===== config.mk =====
export PLATFORM = sky130hd
export DESIGN_NAME = rfphoenix_reb_tracker_flat
export DESIGN_NICKNAME = d
export VERILOG_FILES = /design/src/rtl/rfphoenix_reb_tracker_pkg.sv /design/src/rtl/rfphoenix_reb_tracker_if.sv /design/src/rtl/rfphoenix_ffo.sv /design/src/rtl/rfphoenix_reb_tracker.sv /design/src/flat_wrapper.sv
export SDC_FILE = /design/constraint.sdc
export NUM_CORES = 1
export LEC_CHECK = 0
export ABC_AREA = 0
export CORE_UTILIZATION = 57
export CTS_CLUSTER_SIZE = 8
export DETAILED_ROUTE_END_ITERATION = 8
export GPL_TIMING_DRIVEN = 0
export PLACE_DENSITY = 0.78
export SETUP_SLACK_MARGIN = 0.1
export SYNTH_ARGS = -nofsm -noshare
export SYNTH_HDL_FRONTEND = slang
export SYNTH_SLANG_ARGS = --single-unit

===== constraint.sdc =====
create_clock -name clk -period 11.5 [get_ports clk]
set_clock_uncertainty 0.1 [all_clocks]
set_input_delay 2.3 -clock clk [delete_from_list [all_inputs] [get_ports clk]]
set_output_delay 2.3 -clock clk [all_outputs]
set_load 0.01 [all_outputs]

===== src/rtl/rfphoenix_reb_tracker_pkg.sv =====
// Shared types and constants for the reorder-entry tracker.
package rfphoenix_reb_tracker_pkg;

  localparam int REB_ENTRIES = 12;
  localparam int NTHREADS    = 16;
  localparam int CAUSE_W     = 12;

  typedef enum logic [1:0] {
    ST_FREE     = 2'd0,
    ST_DECODED  = 2'd1,
    ST_OUT      = 2'd2,
    ST_EXECUTED = 2'd3
  } RebState;

  typedef logic [$clog2(NTHREADS)-1:0] Tid;
  typedef logic [CAUSE_W-1:0]          CauseCode;

endpackage


===== src/rtl/rfphoenix_reb_tracker_if.sv =====
// Allocation / issue / done / flush / commit bundle of the tracker.
interface rfphoenix_reb_tracker_if #(
  parameter int NENTRIES = rfphoenix_reb_tracker_pkg::REB_ENTRIES,
  parameter int NTHREADS = rfphoenix_reb_tracker_pkg::NTHREADS,
  parameter int TW       = $clog2(NTHREADS),
  parameter int IW       = $clog2(NENTRIES)
);
  import rfphoenix_reb_tracker_pkg::*;

  localparam int CW = $clog2(NENTRIES+1);

  logic          alloc_req;
  logic [TW-1:0] alloc_tid;
  logic          alloc_rdy;
  logic [IW-1:0] alloc_idx;
  logic          issue_v;
  logic [IW-1:0] issue_idx;
  logic          done_v;
  logic [IW-1:0] done_idx;
  CauseCode      done_cause;
  logic          flush_v;
  logic [TW-1:0] flush_tid;
  logic          cmt_v;
  logic [IW-1:0] cmt_idx;
  logic [TW-1:0] cmt_tid;
  CauseCode      cmt_cause;
  logic [CW-1:0] count;
  logic          full;
  logic          empty;

  modport master (
    output alloc_req, alloc_tid, issue_v, issue_idx, done_v, done_idx,
           done_cause, flush_v, flush_tid,
    input  alloc_rdy, alloc_idx, cmt_v, cmt_idx, cmt_tid, cmt_cause,
           count, full, empty
  );

  modport slave (
    input  alloc_req, alloc_tid, issue_v, issue_idx, done_v, done_idx,
           done_cause, flush_v, flush_tid,
    output alloc_rdy, alloc_idx, cmt_v, cmt_idx, cmt_tid, cmt_cause,
           count, full, empty
  );

endinterface


===== src/rtl/rfphoenix_ffo.sv =====
// Find-first-one: index of the lowest set bit, plus an any-set flag.
module rfphoenix_ffo #(
  parameter int W  = 8,
  parameter int IW = $clog2(W)
) (
  input  logic [W-1:0]  vec,
  output logic          found,
  output logic [IW-1:0] idx
);

  // scan from the top so the lowest set bit is the last write
  always_comb begin
    found = |vec;
    idx   = '0;
    for (int i = W-1; i >= 0; i--)
      if (vec[i]) idx = IW'(i);
  end

endmodule


===== src/rtl/rfphoenix_reb_tracker.sv =====
// Reorder-entry tracker: per-thread in-order commit, cross-thread
// out-of-order commit, age kept as an older-than matrix.
module rfphoenix_reb_tracker #(
  parameter int NENTRIES = rfphoenix_reb_tracker_pkg::REB_ENTRIES,
  parameter int NTHREADS = rfphoenix_reb_tracker_pkg::NTHREADS,
  parameter int TW       = $clog2(NTHREADS),
  parameter int IW       = $clog2(NENTRIES)
) (
  input logic clk,
  input logic rst,
  rfphoenix_reb_tracker_if.slave bus
);
  import rfphoenix_reb_tracker_pkg::*;

  localparam int CW = $clog2(NENTRIES+1);

  RebState       st_q    [NENTRIES];
  logic [TW-1:0] tid_q   [NENTRIES];
  CauseCode      cause_q [NENTRIES];
  // older_q[i][j] = 1: entry j was allocated before entry i
  logic [NENTRIES-1:0][NENTRIES-1:0] older_q;
  logic [CW-1:0] count_q;

  logic [NENTRIES-1:0] free_vec, busy_vec, flush_vec, cand_vec, oldest_vec;
  logic                alloc_rdy, alloc_fire, cmt_found, cmt_fire;
  logic [IW-1:0]       alloc_idx, cmt_idx;
  logic [TW-1:0]       cmt_tid;
  CauseCode            cmt_cause;
  logic [CW-1:0]       nflush;

  // occupancy and flush-target vectors
  always_comb begin
    free_vec  = '0;
    busy_vec  = '0;
    flush_vec = '0;
    for (int i = 0; i < NENTRIES; i++) begin
      free_vec[i]  = (st_q[i] == ST_FREE);
      busy_vec[i]  = (st_q[i] != ST_FREE);
      flush_vec[i] = bus.flush_v && (st_q[i] != ST_FREE) && (tid_q[i] == bus.flush_tid);
    end
  end

  // commit candidates: executed with no older live entry of the same thread
  always_comb begin
    cand_vec = '0;
    for (int i = 0; i < NENTRIES; i++) begin
      cand_vec[i] = (st_q[i] == ST_EXECUTED);
      for (int j = 0; j < NENTRIES; j++)
        if (older_q[i][j] && busy_vec[j] && (tid_q[j] == tid_q[i]))
          cand_vec[i] = 1'b0;
    end
  end

  // oldest candidate overall; age is a total order so this is one-hot
  always_comb begin
    oldest_vec = '0;
    for (int i = 0; i < NENTRIES; i++) begin
      oldest_vec[i] = cand_vec[i];
      for (int j = 0; j < NENTRIES; j++)
        if (older_q[i][j] && cand_vec[j]) oldest_vec[i] = 1'b0;
    end
  end

  rfphoenix_ffo #(.W(NENTRIES), .IW(IW)) u_free_ffo (
    .vec   (free_vec),
    .found (alloc_rdy),
    .idx   (alloc_idx)
  );

  rfphoenix_ffo #(.W(NENTRIES), .IW(IW)) u_cmt_ffo (
    .vec   (oldest_vec),
    .found (cmt_found),
    .idx   (cmt_idx)
  );

  // commit payload mux
  always_comb begin
    cmt_tid   = '0;
    cmt_cause = '0;
    for (int i = 0; i < NENTRIES; i++)
      if (oldest_vec[i]) begin
        cmt_tid   = tid_q[i];
        cmt_cause = cause_q[i];
      end
  end

  // a candidate being flushed must not also be reported as committed
  assign alloc_fire = bus.alloc_req && alloc_rdy;
  assign cmt_fire   = cmt_found && !(bus.flush_v && (cmt_tid == bus.flush_tid));

  // number of entries killed by this cycle's flush
  always_comb begin
    nflush = '0;
    for (int i = 0; i < NENTRIES; i++) nflush = nflush + CW'(flush_vec[i]);
  end

  // per-entry state: flush/commit free, alloc fills a free slot, then issue/done
  always_ff @(posedge clk or posedge rst) begin
    if (rst) begin
      for (int i = 0; i < NENTRIES; i++) begin
        st_q[i]    <= ST_FREE;
        tid_q[i]   <= '0;
        cause_q[i] <= '0;
      end
    end else begin
      for (int i = 0; i < NENTRIES; i++) begin
        if (flush_vec[i] || (cmt_fire && (cmt_idx == IW'(i)))) begin
          st_q[i] <= ST_FREE;
        end else if (alloc_fire && (alloc_idx == IW'(i))) begin
          st_q[i]    <= ST_DECODED;
          tid_q[i]   <= bus.alloc_tid;
          cause_q[i] <= '0;
        end else if (bus.issue_v && (bus.issue_idx == IW'(i)) && (st_q[i] == ST_DECODED)) begin
          st_q[i] <= ST_OUT;
        end else if (bus.done_v && (bus.done_idx == IW'(i)) && (st_q[i] == ST_OUT)) begin
          st_q[i]    <= ST_EXECUTED;
          cause_q[i] <= bus.done_cause;
        end
      end
    end
  end

  // new entry is younger than every live entry; clear its stale column
  always_ff @(posedge clk or posedge rst) begin
    if (rst) begin
      older_q <= '0;
    end else if (alloc_fire) begin
      for (int i = 0; i < NENTRIES; i++)
        for (int j = 0; j < NENTRIES; j++)
          if (alloc_idx == IW'(i))      older_q[i][j] <= busy_vec[j];
          else if (alloc_idx == IW'(j)) older_q[i][j] <= 1'b0;
    end
  end

  // occupancy counter
  always_ff @(posedge clk or posedge rst) begin
    if (rst) count_q <= '0;
    else     count_q <= count_q + CW'(alloc_fire) - CW'(cmt_fire) - nflush;
  end

  assign bus.alloc_rdy = alloc_rdy;
  assign bus.alloc_idx = alloc_idx;
  assign bus.cmt_v     = cmt_fire;
  assign bus.cmt_idx   = cmt_idx;
  assign bus.cmt_tid   = cmt_tid;
  assign bus.cmt_cause = cmt_cause;
  assign bus.count     = count_q;
  assign bus.full      = (count_q == CW'(NENTRIES));
  assign bus.empty     = (count_q == '0);

endmodule

===== src/flat_wrapper.sv =====
// flat-port wrapper written by rule: the top's interface ports become plain ports
module rfphoenix_reb_tracker_flat import rfphoenix_reb_tracker_pkg::*;
#(
  parameter int NENTRIES = rfphoenix_reb_tracker_pkg::REB_ENTRIES,
  parameter int NTHREADS = rfphoenix_reb_tracker_pkg::NTHREADS,
  parameter int TW       = $clog2(NTHREADS),
  parameter int IW       = $clog2(NENTRIES)
)
  (clk, rst, bus_alloc_req, bus_alloc_tid, bus_issue_v, bus_issue_idx, bus_done_v, bus_done_idx, bus_done_cause, bus_flush_v, bus_flush_tid, bus_alloc_rdy, bus_alloc_idx, bus_cmt_v, bus_cmt_idx, bus_cmt_tid, bus_cmt_cause, bus_count, bus_full, bus_empty);
  rfphoenix_reb_tracker_if #(.NENTRIES(NENTRIES), .NTHREADS(NTHREADS), .TW(TW), .IW(IW)) bus_i ();
  input logic clk;
  input logic rst;
  input wire logic [$bits(bus_i.alloc_req)-1:0] bus_alloc_req;
  input wire logic [$bits(bus_i.alloc_tid)-1:0] bus_alloc_tid;
  input wire logic [$bits(bus_i.issue_v)-1:0] bus_issue_v;
  input wire logic [$bits(bus_i.issue_idx)-1:0] bus_issue_idx;
  input wire logic [$bits(bus_i.done_v)-1:0] bus_done_v;
  input wire logic [$bits(bus_i.done_idx)-1:0] bus_done_idx;
  input wire logic [$bits(bus_i.done_cause)-1:0] bus_done_cause;
  input wire logic [$bits(bus_i.flush_v)-1:0] bus_flush_v;
  input wire logic [$bits(bus_i.flush_tid)-1:0] bus_flush_tid;
  output wire logic [$bits(bus_i.alloc_rdy)-1:0] bus_alloc_rdy;
  output wire logic [$bits(bus_i.alloc_idx)-1:0] bus_alloc_idx;
  output wire logic [$bits(bus_i.cmt_v)-1:0] bus_cmt_v;
  output wire logic [$bits(bus_i.cmt_idx)-1:0] bus_cmt_idx;
  output wire logic [$bits(bus_i.cmt_tid)-1:0] bus_cmt_tid;
  output wire logic [$bits(bus_i.cmt_cause)-1:0] bus_cmt_cause;
  output wire logic [$bits(bus_i.count)-1:0] bus_count;
  output wire logic [$bits(bus_i.full)-1:0] bus_full;
  output wire logic [$bits(bus_i.empty)-1:0] bus_empty;
  assign bus_i.alloc_req = bus_alloc_req;
  assign bus_i.alloc_tid = bus_alloc_tid;
  assign bus_i.issue_v = bus_issue_v;
  assign bus_i.issue_idx = bus_issue_idx;
  assign bus_i.done_v = bus_done_v;
  assign bus_i.done_idx = bus_done_idx;
  assign bus_i.done_cause = bus_done_cause;
  assign bus_i.flush_v = bus_flush_v;
  assign bus_i.flush_tid = bus_flush_tid;
  assign bus_alloc_rdy = bus_i.alloc_rdy;
  assign bus_alloc_idx = bus_i.alloc_idx;
  assign bus_cmt_v = bus_i.cmt_v;
  assign bus_cmt_idx = bus_i.cmt_idx;
  assign bus_cmt_tid = bus_i.cmt_tid;
  assign bus_cmt_cause = bus_i.cmt_cause;
  assign bus_count = bus_i.count;
  assign bus_full = bus_i.full;
  assign bus_empty = bus_i.empty;
  rfphoenix_reb_tracker #(.NENTRIES(NENTRIES), .NTHREADS(NTHREADS), .TW(TW), .IW(IW)) u_core (.clk(clk), .rst(rst), .bus(bus_i));
endmodule

* Word level (Yosys, flattened, before mapping)
Index checks and enable logic that the tools add are counted.
** Word-level totals
- Logic and storage cells :: 1764
- Bits in registers :: 364
** Cells by class
- Add/subtract/negate cells :: 14
- Equality and inequality tests :: 238
- Muxes and demuxes :: 564
- Reductions and logical operators :: 755
- Bitwise logic cells :: 12
** Operators by type and width (number)
- equality test 4 bit :: 145
- 2-to-1 mux 12 bit :: 48
- logical AND 1 bit :: 519
- 2-to-1 mux 1 bit :: 432
- AND reduction 2 bit :: 90
- nonzero test 2 bit :: 90
- 2-to-1 mux 4 bit :: 36
- 2-to-1 mux 2 bit :: 48
- equality test 4 bit, second input constant :: 17
- equality test 4 x 3 -> 1 bit, second input constant :: 16
- equality test 2 bit, second input constant :: 24
- nonzero test 4 bit :: 12
- adder 4 x 1 -> 4 bit :: 11
- AND reduction 3 bit :: 12
- equality test 4 x 2 -> 1 bit, second input constant :: 8
- equality test 2 x 1 -> 1 bit, second input constant :: 12
- zero test 2 bit :: 12
- inequality test 2 x 1 -> 1 bit, second input constant :: 12
- OR reduction 12 bit :: 2
- zero test 4 bit :: 5
- equality test 4 x 1 -> 1 bit, second input constant :: 4
- logical OR 1 bit :: 12
- inverter 1 bit :: 12
- subtractor 4 x 1 -> 4 bit :: 1
- other kinds (3) :: 3

* Logic depth before layout (Yosys ltp)
Gate-level depths: netlist (run 1).
- Depth after elaboration :: 47
- Gate-level depth with buffers :: 33
- Gate-level depth less buffers :: 28

* Modules after synthesis
From an unflattened synthesis (run 1), not the netlist that was laid out.
** Unflattened totals
- Cells, all modules :: 2715
- Area, all modules :: 23938.0 µm²
** Modules (own cells, without submodules)
- rfphoenix_reb_tracker :: sequential area each 9108.7 µm², instances 1, cells an instance 2671, area an instance 23680.2 µm²
- rfphoenix_ffo :: sequential area each 0.0 µm², instances 2, cells an instance 22, area an instance 128.9 µm²

* Worst setup path after synthesis (run 1)
OpenSTA, ideal clock, no wires.
- Kind :: input-to-reg
- Start point :: in bus_flush_tid[1]
- End point :: reg u_core.count_q[3], in the netlist u_core.bus.count[3]
- Arrival time :: 7177 ps
- Stages on the path :: 19
- Path buffers :: 2
- Setup slack :: 4143 ps
- Setup time :: 80 ps
- Cell sequence :: clkbuf_1 > buf_1 > xnor2_1 > nand3_1 > nor4_1 > ha_1 > inv_1 > fa_1 > fa_1 > ha_1 > inv_1 > fa_1 > fa_1 > fa_1 > inv_1 > ha_1 > xnor2_1 > xnor2_1 > xnor2_1
** On the way
- Cells in the longest elaborated chain, start to end :: 14
** Ends and longest elaborated chain
- start, declared :: line flat_wrapper.sv:21 : input wire logic [$bits(bus_i.flush_tid)-1:0] bus_flush_tid;
- equality test 4 bit :: line rfphoenix_reb_tracker.sv:39 : flush_vec[i] = bus.flush_v && (st_q[i] != ST_FREE) && (tid_q[i] == bus.flush_tid);
- logical AND 1 bit :: line rfphoenix_reb_tracker.sv:39
- adder 1 x 1 -> 2 bit :: line rfphoenix_reb_tracker.sv:94 : for (int i = 0; i < NENTRIES; i++) nflush = nflush + CW'(flush_vec[i]);
- adder 4 x 1 -> 4 bit (10 in a row) :: line rfphoenix_reb_tracker.sv:94
- subtractor 4 bit (*) :: line rfphoenix_reb_tracker.sv:138 : else count_q <= count_q + CW'(alloc_fire) - CW'(cmt_fire) - nflush;
- end signal, assigned :: line rfphoenix_reb_tracker.sv:138
- end, declared :: line rfphoenix_reb_tracker.sv:22 : logic [CW-1:0] count_q;
Every way passes the cells marked *; elsewhere a longest branch is shown, timed or not.
A chain may end at the register's enable or synchronous reset.

* Worst setup path in the final report (run 1)
- Start point :: reg u_core.st_q[16] in the netlist's numbering
- End point :: out bus_cmt_v
** On the way
- Cells in the longest elaborated chain, start to end :: 41
** Ends and longest elaborated chain
- start, declared :: line rfphoenix_reb_tracker.sv:17 : RebState st_q [NENTRIES];
- start signal, assigned by index :: line rfphoenix_reb_tracker.sv:101 : st_q[i] <= ST_FREE;
- start signal, assigned by index :: line rfphoenix_reb_tracker.sv:108 : st_q[i] <= ST_FREE;
- start signal, assigned by index :: line rfphoenix_reb_tracker.sv:110 : st_q[i] <= ST_DECODED;
- nonzero test 2 bit :: line rfphoenix_reb_tracker.sv:38 : busy_vec[i] = (st_q[i] != ST_FREE);
- logical AND 1 bit (2 in a row) :: line rfphoenix_reb_tracker.sv:49 : if (older_q[i][j] && busy_vec[j] && (tid_q[j] == tid_q[i]))
- 2-to-1 mux 1 bit (9 in a row) :: line rfphoenix_reb_tracker.sv:49
- logical AND 1 bit :: line rfphoenix_reb_tracker.sv:60 : if (older_q[i][j] && cand_vec[j]) oldest_vec[i] = 1'b0;
- 2-to-1 mux 1 bit (12 in a row) :: line rfphoenix_reb_tracker.sv:60
- 2-to-1 mux 4 bit (12 in a row) :: line rfphoenix_reb_tracker.sv:81 : if (oldest_vec[i]) begin
- equality test 4 bit :: line rfphoenix_reb_tracker.sv:89 : assign cmt_fire = cmt_found && !(bus.flush_v && (cmt_tid == bus.flush_tid));
- logical AND 1 bit :: line rfphoenix_reb_tracker.sv:89
- zero test 1 bit :: line rfphoenix_reb_tracker.sv:89
- logical AND 1 bit (*) :: line rfphoenix_reb_tracker.sv:89
- end, declared :: line flat_wrapper.sv:24 : output wire logic [$bits(bus_i.cmt_v)-1:0] bus_cmt_v;
Marks and branches as above.

==> tab_implementation.tex, run 1 <==
\begin{tabular}{lr}
\hline
Metric & Value \\
\hline
\multicolumn{2}{l}{\textbf{Run status}} \\
Result of the run & finished with violations \\
Failing checks & max-capacitance violations, max-slew violations \\
\multicolumn{2}{l}{\textbf{Yosys}} \\
Complex-gate fraction of the synthesized area & 17.9\% \\
Number of enable flip-flop cells after synthesis & 0 \\
Largest area contributor in the netlist & dfrtp\_1 \\
Unique masters post-synth & 84 \\
Simple-gate share of the synthesized area & between 20 and 25\% \\
Combined area of all synthesized cells & 23100 sq um \\
Area share of fa/ha/maj cells after synthesis & 1.47\% \\
Synthesized Nets & roughly 2600 \\
Mapped Cells & roughly 2600 \\
Leading cell type by number of instances after synthesis & nand2\_1 \\
Synth area leaders & dfrtp\_1 (40\%), xnor2\_1 (10\%), nand2\_1 (6.3\%) \\
Main combinational cell family by area after synthesis & simple AND/OR/NAND/NOR gates \\
Total number of yosys warnings & 0 \\
Mean area per synthesized cell & $\sim$9.0 sq um \\
Portion of netlist area occupied by mux cells & under 10\% \\
Area fraction of the dominant cell type after synthesis & between 30\% and 40\% \\
Commonest register cell after synthesis & dfrtp\_1 \\
Seq cells post-synth & 364 \\
Seq/Total Area, Yosys & roughly 40\% \\
Proportion of register bits with asynchronous set or reset after synthesis & 100\% \\
Top cells by instance count after synthesis & nand2\_1 (388), dfrtp\_1 (364), xnor2\_1 (272) \\
Area share of xor/xnor cells in the synthesized design & about an eighth \\
\multicolumn{2}{l}{\textbf{Clocking}} \\
H-tree level count & 2 \\
Root buffer selected by CTS & clkbuf\_16 \\
Clock insertion delay at the later pin of the skew report & between 0.6 and 0.7 ns \\
Count of cells resized by post-cts repair & 0 \\
Total clock sinks & $\sim$360 \\
Number of buffers added by the clock tree synthesis step & slightly above 50 \\
Hold buffer count at CTS & 0 \\
Clk buf depth & 3 \\
Clock tree from TritonCTS & built \\
Register clock-pin slew on the reported worst setup and hold paths & 0.05 ns \\
Post-CTS setup buffers & 0 \\
\multicolumn{2}{l}{\textbf{Timing}} \\
Unrepaired setup endpoints after global routing & false \\
Min setup slack post-route & 0.953 ns \\
Setup violation total in the final timing report & 0 \\
Tcrit/Tclk final & between 90\% and 100\% \\
Min Tclk post-route & 10.55 ns \\
Setup TNS & 0 ns \\
Worst-Margin Slew & 1.69 ns \\
Number of pins exceeding their max-slew limit in the final report & 56 \\
Final hold viol count & 0 \\
Fmax & about 0.095 GHz \\
Worst slew margin relative to its limit & -13.9\% \\
\multicolumn{2}{l}{\textbf{Die}} \\
Initial cell density of the core & between 50\% and 60\% \\
Count of pins on the block boundary & 66 \\
Area enclosed by the die boundary & a little over 40000 sq um \\
Row Count & 73 \\
Floorplan die height & between 200 and 250 um \\
Core box area & roughly 40000 sq um \\
Die Wd & about 200 um \\
\multicolumn{2}{l}{\textbf{Layout}} \\
Area added between synthesis and finish & 12.6\% \\
Post-route design area & 26000 sq um \\
Nets@finish & 2732 \\
Ratio of cells with drive above 1 in the final layout & about a tenth \\
Fin util & 65.2\% \\
\multicolumn{2}{l}{\textbf{Detailed routing}} \\
First drt pass iteration count & 8 \\
Via-per-instance ratio & about 7.3 \\
Drt wl/cell & between 30 and 40 um \\
DRC violations left & 0 \\
Wirelength, routed & between 100000 and 150000 um \\
Initial drt markers & between 3000 and 4000 \\
Remaining number of nets flagged by the antenna check after routing & 0 \\
Vias & around 24000 \\
\multicolumn{2}{l}{\textbf{Worst setup path}} \\
Endpoint type of the worst setup path & output pin \\
Start-to-end type of the worst setup path & register to output pin \\
Peak fanout along the critical path & 10 \\
Cells traversed along the worst timing path & or2\_1 -> clkbuf\_1 -> nand2\_1 -> o21ai\_0 -> a311oi\_2 -> and2\_1 -> o2111ai\_1 -> nor3\_1 -> nor2\_1 -> clkbuf\_1 -> a222oi\_1 -> a21oi\_1 -> mux2i\_1 -> nand4\_1 -> buf\_2 -> o21a\_1 -> clkdlybuf4s50\_1 \\
Master of the slowest instance on the critical path & nor3\_1 \\
Worst reg-to-reg setup slack & between 1 and 1.5 ns \\
Largest stage delay on the critical path & $\sim$1.1 ns \\
Critical path data required time & around 9 ns \\
Startpoint class of the critical path & register \\
Most common cell type on the critical path & clkbuf\_1 \\
Arrival time reported for the critical path endpoint & about 8.2 ns \\
\multicolumn{2}{l}{\textbf{Power}} \\
Max VDD drop & around 0.00023 V \\
Total Power Consumption & 0.00561 W \\
Leakage power summed over all cells & between 10 and 15 nW \\
PwrDens & roughly 220 nW/um\^{}2 \\
\multicolumn{2}{l}{\textbf{GRT}} \\
Number of global-route vias before repair & 22600 \\
Total congestion overflow after global routing & 0 \\
Antenna violations before repair & 10 \\
Met3 usage & between 20\% and 30\% \\
Global route hottest layer & met2 \\
GR Layer Usage met2 & around four fifths \\
GRT Overall Usage & approximately 56\% \\
Global-route wire length before repair & roughly 160000 um \\
Maximum number of pins on one net before global-route repair & between 40 and 50 \\
Met1 usage in global routing & between 60\% and 70\% \\
\multicolumn{2}{l}{\textbf{Flow run}} \\
Max-capacitance violation count & 8 \\
\multicolumn{2}{l}{\textbf{Placement}} \\
DP HPWL & a little over 80000 um \\
Post-place setup slack & between 1.5 and 2 ns \\
Placed cell areas & approximately 25000 sq um \\
Routability cong. & between 1 and 1.5 \\
IO buf count & 59 \\
\multicolumn{2}{l}{\textbf{Min path}} \\
Type of the worst min-delay path & register to register \\
\hline
\end{tabular}
-- cell usage in the layout (no fill, tap or decap), types with 10 or more instances in the layout --
cell type and n:
nand3b_1 22, o22ai_1 64, a31oi_1 10, buf_2 53, dfrtp_1 364, nor4_4 11, nor4_1 18, a21oi_1 55
clkbuf_16 51, fa_1 10, nor3_1 23, and3_1 10, buf_6 40, nor2b_1 12, clkdlybuf4s50_1 59, a22o_1 150
nand2_1 388, o31ai_1 10, a21o_1 11, xnor2_1 272, nand3_1 167, xor2_1 44, nand2b_1 12, buf_1 11
inv_1 68, a221o_1 12, nor2_1 106, clkbuf_1 112, or2_1 13, nand4_1 82, o2111ai_1 12, nor4_2 11
o21ai_1 22, buf_4 30, and2_1 23, o21ai_0 112, a311oi_1 14, ha_1 11, mux2_2 36
-- metal layers --
layer | wire length (um) | vias up | part of all wire [%]
met5 | 84 | - | 0.074
met2 | 46700 | 2191 | 41
met4 | 11200 | 10 | 9.9
met1 | 37400 | 11300 | 33
met3 | 18100 | 725 | 16
li1 | - | 9260 | -
-- final timing paths --
check / start / end / cells after the start
min in group asynchronous: rst / u_core.tid_q[35] / 2
min: u_core.older_q[115] / u_core.older_q[115] / 2
max in group asynchronous: rst / u_core.older_q[69] / 6
min reg2reg: u_core.older_q[115] / u_core.older_q[115] / 2
max reg2reg: u_core.st_q[16] / u_core.bus.count[3] / 28
max: u_core.st_q[16] / bus_cmt_v / 17
-- worst max-delay path, delay by kind of cell, from the launching register on --
family | cells | cell delay (ns)
and+or+nand+nor | 6 | 2.61
AOI/OAI and AO/OA | 6 | 2.12
buffers and inverters | 4 | 1.71
DFF | 1 | 0.65
muxes | 1 | 0.36
-- state kept, by name, summed over array words and instances (netlist names) --
name / flops
u_core.older_q: 144
u_core.cause_q: 144
u_core.st_q: 24
u_core.tid_q: 48
u_core.bus.count: 4
-- cell type report --
class | instances | area [sq um]
clock buffer | 54 | 1300
buffer | 242 | 1380
sequential | 364 | 9110
tap | 525 | 657
timing repair buffer | 71 | 792
antenna | 8 | 20.0
inverter | 70 | 267
multi-input combinational | 1877 | 12300
clock inverter | 3 | 90.1
fill | 3214 | 13900
-- power by group --
part           switching [W]  total (W)  internal [W]
sequential          0.000132    0.00154       0.00141
clock               0.000622    0.00141      0.000793
combinational        0.00178    0.00265      0.000876
-- through the flow --
| step | std cells | hold WS, ns |
|---|---|---|
| after CTS | 3205 | 0.382 |
| final | 3214 | 0.385 |
| after global routing | 3206 | 0.395 |
| after detailed placement | 3148 | 0.367 |
| after global placement | 3137 | 0.363 |
| after floorplan | 2553 | 0.347 |
-- logic make-up (layout without fill, tap and decap cells) --
group	Yosys count	after routing
adder cells (fa/ha/maj)	21	21
AO/OA/AOI/OAI	571	571
XOR/XNOR	318	318
other	0	8
flip-flops	364	364
AND/OR/NAND/NOR	929	929
buffers and inverters	312	440
multiplexers	38	38
Note: power is estimated with default switching activity, not from simulation.
==> inputs of run 2 (changes only) <==
Settings changed: CORE_UTILIZATION 57 to 58, CTS_BUF_LIST set to sky130_fd_sc_hd__clkbuf_2 sky130_fd_sc_hd__clkbuf_4 sky130_fd_sc_hd__clkbuf_8, CTS_CLUSTER_DIAMETER set to 120, PLACE_DENSITY 0.78 to 0.79.
==> tab_implementation.tex, run 2 (synthesis gave the netlist of run 1 again) <==
\begin{tabular}{lr}
\hline
Metric & Value \\
\hline
\multicolumn{2}{l}{\textbf{Timing}} \\
Unrepaired setup endpoints after global routing & false \\
Final hold viol count & 0 \\
Min Tclk post-route & roughly 11 ns \\
Tcrit/Tclk final & about 93\% \\
Worst-Margin Slew & 1.58 ns \\
Setup TNS & 0 ns \\
Fmax & a little over 0.09 GHz \\
Setup violation total in the final timing report & 0 \\
Number of pins exceeding their max-slew limit in the final report & 21 \\
Worst slew margin relative to its limit & -5.89\% \\
\multicolumn{2}{l}{\textbf{GRT}} \\
Total congestion overflow after global routing & 0 \\
Antenna violations before repair & 10 \\
Number of global-route vias before repair & between 20000 and 25000 \\
Global-route wire length before repair & $\sim$160000 um \\
Maximum number of pins on one net before global-route repair & 47 \\
GRT Overall Usage & a little over half \\
\multicolumn{2}{l}{\textbf{Layout}} \\
Most frequent cells in the layout & nand2\_1 (388), dfrtp\_1 (364), xnor2\_1 (272) \\
Area of the multi-input gates & between 10000 and 15000 sq um \\
Area added between synthesis and finish & 9.96\% \\
Nets@finish & roughly 2700 \\
Most common library cell in the layout ignoring fill and taps & nand2\_1 \\
Registers with the most flip-flops & u\_core.cause\_q (144), u\_core.older\_q (144), u\_core.tid\_q (48) \\
Total area of sequential cells & 9110 sq um \\
Non-filler cells in the finished layout & 3205 \\
Ratio of cells with drive above 1 in the final layout & 10.4\% \\
Number of fill cells in the layout & between 3000 and 4000 \\
\multicolumn{2}{l}{\textbf{Worst setup path}} \\
Arrival time reported for the critical path endpoint & between 8 and 9 ns \\
Cells traversed along the worst timing path & or2\_1 -> buf\_2 -> nand2\_1 -> o22ai\_1 -> nor4\_4 -> and2\_1 -> a22o\_1 -> nor4\_2 -> clkinv\_1 -> nand2\_1 -> or3\_1 -> o221a\_1 -> mux2i\_1 -> nand4\_1 -> buf\_2 -> o21a\_1 -> clkdlybuf4s50\_1 \\
Master of the slowest instance on the critical path & nor4\_2 \\
Start-to-end type of the worst setup path & register to output pin \\
Largest stage delay on the critical path & $\sim$1.2 ns \\
Endpoint type of the worst setup path & output pin \\
Critical path data required time & 9.10 ns \\
Startpoint of the most critical setup path & u\_core.st\_q[3] \\
Reg2Reg Launch Point & u\_core.st\_q[3] \\
R2r worst-path depth & 28 \\
Peak fanout along the critical path & 10 \\
Startpoint class of the critical path & register \\
\multicolumn{2}{l}{\textbf{Detailed routing}} \\
DRC violations left & 7 \\
Wirelength, routed & 111000 um \\
Drt wl/cell & about 35 um \\
Vias & about 23000 \\
Remaining number of nets flagged by the antenna check after routing & 0 \\
Initial drt markers & between 3000 and 4000 \\
First drt pass iteration count & 9 \\
Via-per-instance ratio & around 7.3 \\
\multicolumn{2}{l}{\textbf{Clocking}} \\
Hold buffer count at CTS & 0 \\
Clock tree from TritonCTS & built \\
Clk buf depth & 3 \\
Number of buffers added by the clock tree synthesis step & 51 \\
Total clock sinks & between 300 and 400 \\
Count of cells resized by post-cts repair & 0 \\
Clock insertion delay at the later pin of the skew report & $\sim$0.76 ns \\
Register clock-pin slew on the reported worst setup and hold paths & approximately 0.07 ns \\
H-tree level count & 2 \\
Post-CTS setup buffers & 0 \\
Root buffer selected by CTS & clkbuf\_8 \\
\multicolumn{2}{l}{\textbf{Die}} \\
Row Count & 72 \\
Initial cell density of the core & 59.2\% \\
Floorplan die height & 201 um \\
Count of pins on the block boundary & 66 \\
Die Wd & approximately 200 um \\
Core box area & $\sim$39000 sq um \\
Area enclosed by the die boundary & $\sim$41000 sq um \\
\multicolumn{2}{l}{\textbf{Placement}} \\
DP HPWL & slightly below 80000 um \\
Number of cells after detailed placement & between 3000 and 4000 \\
Routability cong. & 1.22 \\
IO buf count & 59 \\
\multicolumn{2}{l}{\textbf{Power}} \\
Switching pwr & roughly 0.0024 W \\
Relative contribution of sequential cells to total power & 30.0\% \\
Internal power & roughly 0.0027 W \\
PwrDens & approximately 200 nW/um\^{}2 \\
Leakage power summed over all cells & around 11 nW \\
Part of the total power dissipated in combinational logic & 51.1\% \\
Max VDD drop & 0.000189 V \\
Clock power share & between 10\% and 20\% \\
Switching share of power & between 40\% and 50\% \\
\multicolumn{2}{l}{\textbf{Min path}} \\
Type of the worst min-delay path & register to register \\
Startpoint of the worst hold path & u\_core.older\_q[136] \\
Instance count along the most critical hold path & 2 \\
\multicolumn{2}{l}{\textbf{Run status}} \\
Result of the run & finished with violations \\
Failing checks & design-rule violations, max-capacitance violations, max-slew violations \\
\multicolumn{2}{l}{\textbf{Flow run}} \\
Max-capacitance violation count & 5 \\
\hline
\end{tabular}
-- run 2: path summary, 6_finish.rpt --
kind | slack (ns) | to
max in group asynchronous | 7.54 | u_core.older_q[65]
max | 0.76 | bus_cmt_v
min reg2reg | 0.39 | u_core.older_q[136]
min in group asynchronous | 1.99 | u_core.tid_q[35]
max reg2reg | 1.03 | u_core.bus.count[3]
min | 0.39 | u_core.older_q[136]
-- run 2: cell type report --
| cell class | count | area share (%) |
|---|---|---|
| inverter | 70 | 1.05 |
| buffer | 242 | 5.44 |
| clock inverter | 4 | 0.311 |
| tap | 518 | 2.56 |
| sequential | 364 | 35.9 |
| antenna | 6 | 0.0592 |
| clock buffer | 51 | 2.77 |
| multi-input combinational | 1877 | 48.7 |
| timing repair buffer | 73 | 3.20 |
-- run 2: power by group through the flow --
stage                     registers [W]  logic (W)  clock network [W]
after floorplan                 0.00150    0.00153                  0
after global placement          0.00154    0.00234                  0
after detailed placement        0.00154    0.00241                  0
after CTS                       0.00152    0.00242           0.000949
after global routing            0.00153    0.00264            0.00100
final                           0.00153    0.00262           0.000967
-- run 2: metal layers --
metal  wire (um)  vias up  share of wire (%)  global-route usage (%)
li1            -     9232                  -                       -
met1       36200    11200                 33                    63.3
met2       45300     2263                 41                    78.7
met3       17000      718                 15                    23.3
met4       12100       10                 11                    43.9
met5          80        -              0.072                   0.357
-- run 2: worst max-delay path, delay by kind of cell (launching register included) --
family	cells	cell delay, ns
AO/OA/AOI/OAI	4	1.39
buffers and inverters	4	2.16
flip-flops	1	0.51
multiplexers	1	0.28
AND/OR/NAND/NOR	8	3.20
-- run 2: through the flow --
step                util (%)  setup slack [ns]  hold slack, ns  instance area [sq um]  power, W
floorplan                  -              4.14           0.347                  23100   0.00303
global placement        62.4              1.83           0.361                  24300   0.00388
detailed placement      63.0              1.86           0.369                  24500   0.00395
CTS                     65.0              1.57           0.389                  25300   0.00489
global route            65.1              1.15           0.404                  25300   0.00518
finish                  65.1             0.765           0.388                  25400   0.00512
